[src/rtl/shifter_operand_ctrl.sv]
// ARM data-processing shifter operand controller: a decode register
// feeding a 32-bit rotator plus fill/carry logic, with valid/ready flow.

module barrel_shifter (
  input  logic [31:0] data,
  input  logic [4:0]  amt,
  input  logic        left,
  output logic [31:0] y
);
  logic [5:0]  k;
  logic [63:0] w;

  // left by n == right by 32-n; k==32 yields the input unchanged
  always_comb begin
    k = left ? (6'd32 - {1'b0, amt}) : {1'b0, amt};
    w = {data, data} >> k;
    y = w[31:0];
  end
endmodule

module shifter_operand_ctrl (
  input  logic        clk,
  input  logic        rst,
  input  logic        flush,
  input  logic        req_valid,
  output logic        req_ready,
  input  logic [31:0] req_data,
  input  logic [1:0]  req_type,
  input  logic [7:0]  req_amt,
  input  logic        req_imm,
  input  logic        carry_in,
  output logic        rsp_valid,
  input  logic        rsp_ready,
  output logic [31:0] rsp_data,
  output logic        rsp_carry,
  output logic        busy
);
  localparam logic [2:0] F_NONE = 3'd0;
  localparam logic [2:0] F_ZERO = 3'd1;
  localparam logic [2:0] F_SIGN = 3'd2;
  localparam logic [2:0] F_RRX  = 3'd3;
  localparam logic [2:0] F_PASS = 3'd4;
  localparam logic [2:0] F_ZALL = 3'd5;
  localparam logic [2:0] F_SALL = 3'd6;

  localparam logic [2:0] C_ROT  = 3'd0;
  localparam logic [2:0] C_D31  = 3'd1;
  localparam logic [2:0] C_D0   = 3'd2;
  localparam logic [2:0] C_CIN  = 3'd3;
  localparam logic [2:0] C_ZERO = 3'd4;

  logic        d_left;
  logic [2:0]  d_fill;
  logic [2:0]  d_csrc;
  logic        z5;
  logic        eq32;
  logic        ge32;

  logic        s1_valid;
  logic [31:0] s1_data;
  logic        s1_cin;
  logic [4:0]  s1_amt;
  logic        s1_left;
  logic [2:0]  s1_fill;
  logic [2:0]  s1_csrc;

  logic [31:0] rot;
  logic [31:0] mask;
  logic [31:0] res;
  logic        cout;
  logic        adv;
  logic        acc;

  assign z5   = (req_amt[4:0] == 5'd0);
  assign eq32 = (req_amt == 8'd32);
  assign ge32 = |req_amt[7:5];

  // 32 and beyond never reach the rotator; fill/carry codes cover them
  always_comb begin
    d_left = (req_type == 2'b00);
    d_fill = F_NONE;
    d_csrc = C_ROT;
    if (req_imm) begin
      unique case (req_type)
        2'b00: begin
          d_fill = z5 ? F_PASS : F_ZERO;
          d_csrc = z5 ? C_CIN : C_ROT;
        end
        2'b01: begin
          d_fill = z5 ? F_ZALL : F_ZERO;
          d_csrc = z5 ? C_D31 : C_ROT;
        end
        2'b10: begin
          d_fill = z5 ? F_SALL : F_SIGN;
          d_csrc = z5 ? C_D31 : C_ROT;
        end
        default: begin
          d_fill = z5 ? F_RRX : F_NONE;
          d_csrc = z5 ? C_D0 : C_ROT;
        end
      endcase
    end else if (req_amt == 8'd0) begin
      d_fill = F_PASS;
      d_csrc = C_CIN;
    end else begin
      unique case (req_type)
        2'b00: begin
          d_fill = ge32 ? F_ZALL : F_ZERO;
          d_csrc = !ge32 ? C_ROT :
                   eq32 ? C_D0 : C_ZERO;
        end
        2'b01: begin
          d_fill = ge32 ? F_ZALL : F_ZERO;
          d_csrc = !ge32 ? C_ROT :
                   eq32 ? C_D31 : C_ZERO;
        end
        2'b10: begin
          d_fill = ge32 ? F_SALL : F_SIGN;
          d_csrc = ge32 ? C_D31 : C_ROT;
        end
        default: begin
          d_fill = z5 ? F_PASS : F_NONE;
          d_csrc = z5 ? C_D31 : C_ROT;
        end
      endcase
    end
  end

  barrel_shifter u_rot (
    .data (s1_data),
    .amt  (s1_amt),
    .left (s1_left),
    .y    (rot)
  );

  always_comb begin
    mask = s1_left ? ((32'd1 << s1_amt) - 32'd1)
                   : ~(32'hFFFF_FFFF >> s1_amt);
    unique case (s1_fill)
      F_ZERO:  res = rot & ~mask;
      F_SIGN:  res = (rot & ~mask)
                   | (mask & {32{s1_data[31]}});
      F_RRX:   res = {s1_cin, s1_data[31:1]};
      F_PASS:  res = s1_data;
      F_ZALL:  res = 32'd0;
      F_SALL:  res = {32{s1_data[31]}};
      default: res = rot;
    endcase
    unique case (s1_csrc)
      C_ROT:   cout = s1_left ? rot[0] : rot[31];
      C_D31:   cout = s1_data[31];
      C_D0:    cout = s1_data[0];
      C_CIN:   cout = s1_cin;
      default: cout = 1'b0;
    endcase
  end

  assign adv       = !rsp_valid | rsp_ready;
  assign req_ready = !s1_valid | adv;
  assign acc       = req_valid & req_ready;
  assign busy      = s1_valid | rsp_valid;

  always_ff @(posedge clk or posedge rst) begin
    if (rst) begin
      s1_valid  <= 1'b0;
      s1_data   <= 32'd0;
      s1_cin    <= 1'b0;
      s1_amt    <= 5'd0;
      s1_left   <= 1'b0;
      s1_fill   <= F_NONE;
      s1_csrc   <= C_ROT;
      rsp_valid <= 1'b0;
      rsp_data  <= 32'd0;
      rsp_carry <= 1'b0;
    end else if (flush) begin
      s1_valid  <= 1'b0;
      rsp_valid <= 1'b0;
    end else begin
      if (adv) begin
        rsp_valid <= s1_valid;
        if (s1_valid) begin
          rsp_data  <= res;
          rsp_carry <= cout;
        end
      end
      if (acc) begin
        s1_valid <= 1'b1;
        s1_data  <= req_data;
        s1_cin   <= carry_in;
        s1_amt   <= req_amt[4:0];
        s1_left  <= d_left;
        s1_fill  <= d_fill;
        s1_csrc  <= d_csrc;
      end else if (adv) begin
        s1_valid <= 1'b0;
      end
    end
  end
endmodule
[config.mk]
export PLATFORM = sky130hd
export DESIGN_NAME = shifter_operand_ctrl
export DESIGN_NICKNAME = d
export VERILOG_FILES = /design/src/rtl/shifter_operand_ctrl.sv
export SDC_FILE = /design/constraint.sdc
export NUM_CORES = 1
export LEC_CHECK = 0
export BUFFER_PORTS_ARGS = -buffer_cell sky130_fd_sc_hd__buf_2
export CAP_MARGIN = 25
export CORE_MARGIN = 4
export CORE_UTILIZATION = 60
export CTS_CLUSTER_DIAMETER = 100
export DETAILED_ROUTE_END_ITERATION = 8
export PLACE_DENSITY_LB_ADDON = 0.1
export SLEW_MARGIN = 30
export SYNTH_ARGS = -nofsm -noshare
export SYNTH_HDL_FRONTEND = slang
export SYNTH_SLANG_ARGS = --single-unit
[constraint.sdc]
create_clock -name clk -period 7.3 [get_ports clk]
set_input_delay 0.73 -clock clk [delete_from_list [all_inputs] [get_ports clk]]
set_output_delay 0.73 -clock clk [all_outputs]
set_load 0.01 [all_outputs]
Yosys cells after proc, flatten, opt, wreduce, memory -nomap -nowiden --
Cells that the tools add are included. Widths: inputs -> output; s select.
Cells by class: add/sub/neg operators 2, equality and inequality tests 12, shift-type cells 3, muxes and demuxes 32, bitwise operators 10, reduce and logical (&&, ||, !) cells 13
Operators by type and width (count):
- $pmux 32 s6 | 1
- $and 32x32->32 | 2
- $not 32->32 | 2
- $shr 64x6->32 | 1
- $mux 3 | 14
- $mux 32 | 1
- $or 32x32->32 | 1
- $shl 1x5->32 const A | 1
- $shr 32x5->32 const A | 1
- $sub 32x1->32 const B | 1
- $pmux 3 s3 | 2
- $eq 3x2->1 const B | 4
- $eq 3x3->1 const B | 3
- $eq 8x6->1 const B | 1
- $logic_not 8->1 | 1
- $mux 1 | 8
- $eq 3x1->1 const B | 2
- $mux 6 | 1
- $pmux 3 s2 | 1
- $sub 6x5->6 const A | 1
- $logic_not 5->1 | 1
- $mux 2 | 2
- $pmux 1 s4 | 1
- $pmux 2 s2 | 1
- other kinds (14) | 18
Word-level totals: register bits after elaboration 80, input port bits 49, logic and storage cells 82

Longest topological paths before layout --
Gate-level depths: netlist (run 1).
word-level depth 7, mapped depth 16

By module --
A second synthesis (run 1) with hierarchy kept.
Unflattened totals: cell total of the unflattened synthesis 881, area, all modules 7216.9 µm²
Modules (own cells, without submodules):
- shifter_operand_ctrl | times used 1, cells an instance 588, area each 5171.2 µm², sequential area each 2001.9 µm²
- barrel_shifter | times used 1, cells an instance 293, area each 2045.7 µm², sequential area each 0.0 µm²

Worst setup path after synthesis (run 1) --
No wires, ideal clock.
kind register to register, from register s1_amt[0], to register rsp_data[30], library setup time 0.065 ns, data arrival time 3.250 ns, slack 3.984 ns, cell stages (with the launch flop) 17, buffers on the path 4, cell sequence dfrtp_1 > buf_4 > buf_6 > buf_4 > inv_1 > ha_1 > ha_1 > buf_6 > nand2_1 > ha_1 > o311a_1 > o211ai_1 > or4b_1 > o211ai_1 > a21oi_1 > a2111oi_2 > o22a_1
On the way: word-level cells in the longest chain between the ends 7, elaborated cells on any way between the ends 13
Ends and longest elaborated chain:
- from (decl) | line 62 | logic [4:0] s1_amt;
- from (signal assigned) | line 190 | s1_amt <= req_amt[4:0];
- parallel branches: the longest is 6 deep, another holds $sub 6x5->6
- $pmux 32 s6 * | line 139 | unique case (s1_fill)
- to (signal assigned) | line 182 | rsp_data <= res;
- to (decl) | line 34 | output logic [31:0] rsp_data,
Mark *: on every way between the ends. A chain may end at the register's enable or synchronous reset.

Worst setup path after layout (run 1) --
from register s1_amt[0], to register rsp_data[22]
The elaborated chain is that of the path after synthesis.

==> results of run 1 <==
[area by class of cell]
type                            instances  area, um2
Tap cell                              176        220
Fill cell                            1172       4410
Multi-Input combinational cell        832       5810
Timing Repair Buffer                   99        537
Clock buffer                           12        256
Inverter                               14       53.8
Clock inverter                          4       52.6
Sequential cell                        80       2010
[routing by layer]
| layer | vias up | track usage | part of all wire |
|---|---|---|---|
| li1 | 3854 | - | - |
| met1 | 4082 | 0.500 | 0.41 |
| met2 | 590 | 0.507 | 0.41 |
| met3 | 73 | 0.122 | 0.14 |
| met4 | 0 | 0.156 | 0.041 |
| met5 | - | 0 | 0 |
[sequential cells by signal, summed over array words and instances, names as in the netlist, 3 cells and up]
register,flops
rsp_data,32
s1_data,32
s1_amt,5
s1_csrc,3
s1_fill,3
[metrics by stage]
stage	total power, uW	std cells	utilization
5_1_grt	2920	1217	0.670
2_1_floorplan	1790	1013	-
4_1_cts	2720	1217	0.670
3_3_place_gp	2230	1201	0.646
3_5_place_dp	2230	1201	0.646
6_report	2770	1217	0.670
[how the worst max path moves through the flow]
stage / start / end / slack (ns) / cells after the start
2_1_floorplan: s1_amt[0] / rsp_data[30] / 3.98 / 16
3_3_place_gp: s1_amt[0] / rsp_data[30] / 3.33 / 11
3_5_place_dp: s1_amt[0] / rsp_data[22] / 3.20 / 12
4_1_cts: s1_amt[0] / rsp_data[22] / 3.19 / 12
5_1_grt: s1_amt[0] / rsp_data[22] / 3.05 / 12
6_report: s1_amt[0] / rsp_data[22] / 3.43 / 12
[layout by cell type, fill, tap and decap left out, types with 5 or more instances in the layout]
cell type	netlist	routed
mux2i_1	78	78
a31oi_1	10	10
a311oi_1	5	5
nand2b_1	8	8
a22oi_1	6	6
o21ai_1	8	8
a21oi_1	72	71
nand2_1	102	102
o21ai_0	93	93
a221oi_1	14	14
dfrtp_1	80	77
nor2_1	77	77
or2_1	5	5
a221o_1	6	6
o221ai_1	8	8
xor2_1	5	5
a22o_1	8	8
o31ai_1	10	10
ha_1	13	13
o211ai_1	21	21
and2_1	8	8
nand4_1	11	11
a211oi_1	14	14
or3_1	8	8
nor3_1	25	24
clkbuf_16	0	9
inv_1	11	10
buf_2	18	84
nor2b_1	10	10
a21o_1	6	6
buf_4	6	14
mux2_2	73	73
o22ai_1	19	19
nand3_1	21	21
o21a_1	5	5
[cells by family (layout without fill, tap and decap cells)]
family,count (synthesis),after routing,synth area share
AOI/OAI and AO/OA,342,342,0.274
xor gates and xnor gates,13,13,0.0156
adders and majority gates,13,13,0.0197
buffers and inverters,101,129,0.0586
DFF,80,80,0.242
muxes,162,162,0.217
and+or+nand+nor,302,302,0.173
[critical path: cells and delay by family, from the launching register on]
family / cells / cell delay, ns
flip-flops: 1 / 0.85
buffers and inverters: 1 / 0.15
AO/OA/AOI/OAI: 5 / 1.26
adder cells (fa/ha/maj): 3 / 0.88
AND/OR/NAND/NOR: 3 / 0.61
[Yosys cell counts (all sizes together), types with 6 or more instances]
library cell	number	area (um2)
a211oi	15	118
a21o	6	45.0
a21oi	74	378
a221o	6	60.1
a221oi	16	153
a22o	8	70.1
a22oi	6	45.0
a31oi	11	75.1
and2	8	50.1
buf	40	255
clkbuf	47	176
dfrtp	80	2000
ha	13	163
inv	14	52.6
mux2	79	905
mux2i	81	848
nand2	103	389
nand2b	8	50.1
nand3	21	105
nand4	11	68.8
nor2	78	295
nor2b	10	62.6
nor3	27	145
o211ai	21	158
o21ai	101	505
o221ai	9	85.1
o22ai	19	119
o31ai	11	96.3
or2	8	50.1
or3	8	50.1
xnor2	7	68.8
xor2	6	60.1
[report_power, final]
part           internal [uW]  leakage, uW  total [uW]  switching (uW)
clock network            284     0.000141         479             195
registers                554     0.000952         704             150
logic                    611      0.00257        1590             977
total                   1450      0.00367        2770            1320
==> flow_metrics.tcl, run 1 <==
set metrics [dict create \
    synthArstFlopShare 1.00 \
    antenna_cells 0 \
    cts_made_buffers 9 \
    period_share 0.531 \
    slew_headroom 0.332 \
    holdWs_ns 0.466 \
    synth_edf_count 0 \
    antenna_found_initial 0 \
    critPathArrivalTime_ns 4.11 \
    place_area_um2 8630 \
    final_area_um2 8940 \
    synth_top_flop_cell "dfrtp_1" \
    finalSetupViolCount 0 \
    place_ws_ns 3.20 \
    slowest_delay_ns 0.85 \
    grt_setup_unrepaired "no" \
    grt_overflow 0 \
    grt_pass1_vias 7897 \
    cp_max_fo 46 \
    period_minus_slack_ns 3.87 \
    syn-cell-area_um2 8270 \
    r2r-start "s1_amt[0]" \
    syn_to_final_growth_pct 8.11 \
    synth_cells 1013 \
    initial_core_util 0.620 \
    drv_cap 0 \
    tns_ns 0 \
    firstDrtPassIters 6 \
    ys_ff_latch 80 \
    io_buffers 84 \
    h-tree-depth 3 \
    synth.distinct_cells 86 \
    cts_tree "yes" \
    reg2reg_to "rsp_data[22]" \
    p_per_area_nw_per_um2 310 \
    clock_path_buffers 2 \
    fin_nets 1098 \
    tightest_slew_ns 1.00 \
    critical_path_required_ns 7.54 \
    core_area_um2 13300 \
    ctsResizeCount 0 \
    path_common_cell "ha_1" \
    fmax_ghz 0.258 \
    crit_slowest_cell "dfrtp_4" \
    worstPathCellList "inv_1 -> ha_1 -> ha_1 -> nand2_1 -> ha_1 -> o311a_1 -> o211ai_1 -> or2_1 -> o311ai_1 -> o21ai_0 -> a221oi_1 -> nor2_1" \
    dr.first_iter.drc_count 1354 \
    wl_per_cell_um 23.8 \
    hold_end "rsp_data[24]" \
    hold_buffers 0 \
    postRouteWirelength_mm 28.9 \
    ys_seq_area_frac 0.242 \
    leakagePower_uw 0.00367 \
    r2r_slack_ns 3.43 \
    endpoint_kind "flip-flop" \
    die-area_um2 15700 \
    drc 0 \
    yosys_warnings 0 \
    groute.usage.overall 0.359 \
    num_vias 8599 \
    ant_nets 0 \
    post_cts_buffers 0 \
    grt_max_degree 81 \
    hold_viol_final 0 \
    fin_skew_ns 0.00877 \
    routabilityCongestion 1.03 \
    cts.sinks 80 \
    hold_path_depth 2 \
    path_class "flip-flop to flip-flop" \
    maxSlewViolCount 0 \
    syn_nets 1075 \
    worstSkewPairLatency_ns 0.36 \
    die_w_um 125 \
    worstHoldPathType "flip-flop to flip-flop" \
    grt_pass1_wl_mm 44.9 \
    hpwl_mm 21.4 \
    die_h_um 125 \
    synth_area_per_cell_um2 8.16 \
    status "completed" \
    ir_drop_v 0.000176 \
    vias_per_cell 7.07 \
    ios 85 \
    worstHoldStart "rsp_data[24]" \
    clk_pin_slew_worst_paths_ns 0.07 \
    cts_root_buf "clkbuf_16" \
    setup_ws_ns 3.43 \
    critPathLaunchType "flip-flop" \
    final_layout_size_suffix_gt1_frac 0.224 \
    rows 42 \
    reg2regPathDepth 12 \
]
(Power assumes the default switching activity.)
==> run 2: changes to the inputs <==
clock period = 4 ns   (was 7.3 ns; I/O delays follow)
==> run 2 against run 1 <==
  * Sequential share of layout area shrank 0.42 points
  * Via count grew 3.0%
  * Non-clock buffer count grew 23
  * Setup slack lost 2.9 ns
  * Critical path depth shrank 1
  * Highest routed layer is now met5
  * Critical endpoint is now rsp_carry
  * Design area grew 1.8%
  * Routed wire length grew 4.7%
  * Clock skew grew 0.0015 ns
  * Utilization grew 1.2 points
  * Sequential cell count is the same
==> flow_metrics.tcl, run 2 (synthesis results as in run 1) <==
set metrics [dict create \
    fin_skew_ns 0.0103 \
    num_vias 8854 \
    slew_headroom 0.328 \
    final_cell_mix "nand2_1 (102), o21ai_0 (93), buf_2 (84), mux2i_1 (78)" \
    place_ws_ns 0.693 \
    grt_use_met3 0.0861 \
    grt_pass1_wl_mm 46.8 \
    critical_path_required_ns 4.25 \
    die-area_um2 15700 \
    hold_viol_final 0 \
    cp_max_fo 31 \
    layout_commonest_cell "nand2_1" \
    grt_pass1_vias 8025 \
    setup_ws_ns 0.551 \
    routabilityCongestion 1.04 \
    hold_buffers 0 \
    groute.usage.overall 0.374 \
    critPathArrivalTime_ns 3.70 \
    p_switching_uw 2460 \
    clk_pin_slew_worst_paths_ns 0.06 \
    post_cts_buffers 0 \
    reg_top3 "rsp_data (32), s1_data (32), s1_amt (5)" \
    antenna_found_initial 3 \
    ant_nets 0 \
    pwr-share-seq 0.242 \
    grt_overflow 0 \
    ir_drop_v 0.000386 \
    endpoint_kind "flip-flop" \
    rows 42 \
    tightest_slew_ns 1.01 \
    wl_per_cell_um 24.4 \
    syn_to_final_growth_pct 10.0 \
    pwr-share-clk 0.166 \
    grt_setup_unrepaired "no" \
    switching_share 0.479 \
    critPathLaunchType "flip-flop" \
    firstDrtPassIters 7 \
    grtUsageMet2 0.556 \
    maxSlewViolCount 0 \
    hpwl_mm 23.2 \
    period_minus_slack_ns 3.45 \
    busiest_layer "met2" \
    io_buffers 84 \
    p_comb_frac 0.592 \
    tns_ns 0 \
    p_per_area_nw_per_um2 565 \
    ctsResizeCount 0 \
    period_share 0.862 \
    cts_tree "yes" \
    clock_path_buffers 2 \
    die_h_um 125 \
    core_area_um2 13300 \
    final_core_utilization 0.682 \
    cts.sinks 80 \
    leakagePower_uw 0.00378 \
    gr-usage-met1 0.535 \
    path_class "flip-flop to flip-flop" \
    status "completed" \
    grt_max_degree 52 \
    postRouteWirelength_mm 30.3 \
    cts_root_buf "clkbuf_16" \
    worstHoldPathType "primary input to asynchronous set/reset pin" \
    fin_nets 1121 \
    worstSkewPairLatency_ns 0.35 \
    drc 0 \
    multiInputGateArea_um2 5810 \
    drv_cap 0 \
    cts_made_buffers 9 \
    ios 85 \
    initial_core_util 0.620 \
    antenna_cells 0 \
    die_w_um 125 \
    dr.first_iter.drc_count 1446 \
    finalSetupViolCount 0 \
    vias_per_cell 7.14 \
    final_layout_size_suffix_gt1_frac 0.241 \
    intPower_uw 2680 \
    fillCellCount 1136 \
    fmax_ghz 0.290 \
    final-seq-area_um2 2010 \
    h-tree-depth 3 \
]
[run 2: path summary, 6_finish.rpt]
kind / from / endpoint / slack, ns / cells after the start
setup / recovery: s1_amt[0] / rsp_carry / 0.55 / 11
hold / removal: rst / s1_valid / 0.13 / 2
min in group clk: flush / s1_valid / 0.27 / 2
hold reg to reg: rsp_data[5] / rsp_data[5] / 0.47 / 2
setup reg to reg: s1_amt[0] / rsp_carry / 0.55 / 11
max in group asynchronous: rst / rsp_data[12] / 2.88 / 3
[run 2: critical path: stages, from the launching register on]
cell      delay [ns]
dfrtp_2         0.38
inv_1           0.06
ha_1            0.26
ha_1            0.37
mux2_4          0.45
mux2_2          0.41
mux2_2          0.29
mux2i_1         0.24
nand2_1         0.08
o21ai_1         0.25
a31oi_1         0.24
a221oi_2        0.30
[run 2: stage by stage]
| step | power, uW | cells | area, um2 | hold slack, ns |
|---|---|---|---|---|
| floorplan | 3260 | 1013 | 8270 | 0.462 |
| finish | 5140 | 1240 | 9100 | 0.130 |
| CTS | 5030 | 1240 | 9090 | 0.150 |
| detailed placement | 4170 | 1224 | 8790 | 0.463 |
| global route | 5390 | 1240 | 9100 | 0.194 |
| global placement | 4150 | 1224 | 8790 | 0.447 |
[run 2: cell type report]
class                      count  area share
sequential                    80       0.220
timing repair buffer         122      0.0776
clock buffer                  11      0.0267
multi-input combinational    832       0.639
inverter                      14     0.00591
tap                          176      0.0242
clock inverter                 5     0.00619
[run 2: power groups by stage]
stage	Combinational (uW)	Clock, uW	Sequential (uW)
after floorplan	2040	0	1220
after global placement	2920	0	1240
after detailed placement	2920	0	1250
after CTS	2940	854	1230
after global routing	3220	895	1270
final	3040	853	1250
[run 2: per-layer routing]
metal	up-vias	routed length, um	part of all wire
met5	-	33	0.0011
met4	6	1290	0.043
li1	3900	-	-
met3	124	3590	0.12
met2	673	12900	0.43
met1	4151	12500	0.41
==> run 3: changes to the inputs <==
CTS_BUF_LIST = sky130_fd_sc_hd__clkbuf_4 sky130_fd_sc_hd__clkbuf_8 sky130_fd_sc_hd__clkbuf_16   (was default)
CTS_CLUSTER_SIZE = 8   (was default)
RECOVER_POWER = 50   (was default)
==> run 3 against run 2 <==
  * The flow now finishes with violations (capacitance limit, slew limit)
  * Final cell count is the same
  * Clock power grew 0.9%
  * Sequential power is essentially flat
  * Critical path type unchanged
==> flow_metrics.tcl, run 3 (synthesis results as in run 1) <==
set metrics [dict create \
    hold_viol_final 0 \
    drv_cap 1 \
    r2r_slack_ns 0.56 \
    die_h_um 125 \
    fin_skew_ns 0.00911 \
    groute.usage.overall 0.374 \
    final_layout_size_suffix_gt1_frac 0.212 \
    status "finished with violations" \
    maxSlewViolCount 44 \
    grt_setup_unrepaired "no" \
    clk_pin_slew_worst_paths_ns 0.06 \
    ir_drop_v 0.000384 \
    reg2reg_to "rsp_carry" \
    endpoint_kind "flip-flop" \
    finalSetupViolCount 0 \
    tightest_slew_ns 1.76 \
    ctsResizeCount 0 \
    layout_commonest_cell "nand2_1" \
    syn_to_final_growth_pct 9.58 \
    wl_per_cell_um 24.5 \
    r2r-start "s1_amt[0]" \
    grt_pass1_vias 8025 \
    post_cts_buffers 0 \
    leakagePower_uw 0.00369 \
    io_buffers 84 \
    initial_core_util 0.620 \
    path_class "flip-flop to flip-flop" \
    holdWs_ns 0.271 \
    fillCellCount 1150 \
    ant_nets 0 \
    cts.sinks 80 \
    dr.first_iter.drc_count 1527 \
    cts_tree "yes" \
    place_ws_ns 0.693 \
    grt_max_degree 52 \
    failed_checks "capacitance limit, slew limit" \
    critPathArrivalTime_ns 3.70 \
    final_cell_mix "nand2_1 (102), o21ai_0 (93), mux2i_1 (78), nor2_1 (77), dfrtp_1 (77)" \
    reg_top3 "rsp_data (32), s1_data (32), s1_amt (5)" \
    worstHoldPathType "primary input to flip-flop" \
    clock_path_buffers 2 \
    hold_end "s1_valid" \
    slew_headroom -0.181 \
    fmax_ghz 0.290 \
    die_w_um 125 \
    num_vias 8824 \
    setup_ws_ns 0.556 \
    critical_path_required_ns 4.25 \
    rows 42 \
    cp-startpoint "s1_amt[0]" \
    p_per_area_nw_per_um2 565 \
    fin_nets 1121 \
    antenna_cells 0 \
    reg2regPathDepth 11 \
    critPathLaunchType "flip-flop" \
    die-area_um2 15700 \
    h-tree-depth 3 \
    cts_root_buf "clkbuf_16" \
    core_area_um2 13300 \
    tns_ns 0 \
    period_minus_slack_ns 3.44 \
    vias_per_cell 7.12 \
    finalPower_uw 5120 \
    period_share 0.861 \
    hold_path_depth 2 \
    drc 0 \
    antenna_found_initial 3 \
    hold_buffers 0 \
    grt_pass1_wl_mm 46.8 \
    grt_overflow 0 \
    worstSkewPairLatency_ns 0.35 \
    postRouteWirelength_mm 30.3 \
    cts_made_buffers 9 \
    ios 85 \
    firstDrtPassIters 6 \
    hpwl_mm 23.2 \
    worstHoldStart "flush" \
    routabilityCongestion 1.04 \
    cp_max_fo 31 \
]
run 3: final cells by class:
cell class                 count  area, um2  area share
tap                          176        220      0.0243
inverter                      14       53.8     0.00594
clock buffer                  11        246      0.0272
clock inverter                 5       56.3     0.00621
sequential                    80       2010       0.221
timing repair buffer         122        664      0.0733
multi-input combinational    832       5810       0.642
run 3: worst max-delay path by stage:
stage | endpoint | slack (ns) | cells past startpoint
floorplan | rsp_data[30] | 0.68 | 16
global placement | rsp_carry | 0.70 | 11
detailed placement | rsp_carry | 0.69 | 11
CTS | rsp_carry | 0.62 | 11
global route | rsp_carry | 0.49 | 11
finish | rsp_carry | 0.56 | 11
run 3: power by group:
| group | internal [uW] | switching (uW) |
|---|---|---|
| logic | 1130 | 1880 |
| clock network | 507 | 354 |
| registers | 1010 | 241 |
| total | 2650 | 2470 |
run 3: metrics by stage:
| step | cells | utilization | cell area, um2 |
|---|---|---|---|
| finish | 1240 | 0.679 | 9060 |
| global route | 1240 | 0.679 | 9060 |
| CTS | 1240 | 0.681 | 9100 |
| detailed placement | 1224 | 0.659 | 8790 |
| global placement | 1224 | 0.659 | 8790 |
| floorplan | 1013 | - | 8270 |
run 3: worst max-delay path: stages, from the launching register on:
cell and delay (ns):
dfrtp_2 0.38, inv_1 0.06, ha_1 0.26, ha_1 0.38
mux2_4 0.46, mux2_2 0.41, mux2_2 0.29, mux2i_1 0.24
nand2_1 0.08, o21ai_1 0.25, a31oi_1 0.23, a221oi_2 0.30
run 3: metal layers:
layer	vias to the layer above	global-route usage	wire length (um)
li1	3909	-	-
met1	4094	0.535	12400
met2	699	0.556	12800
met3	116	0.0861	3810
met4	6	0.135	1250
met5	-	0	33
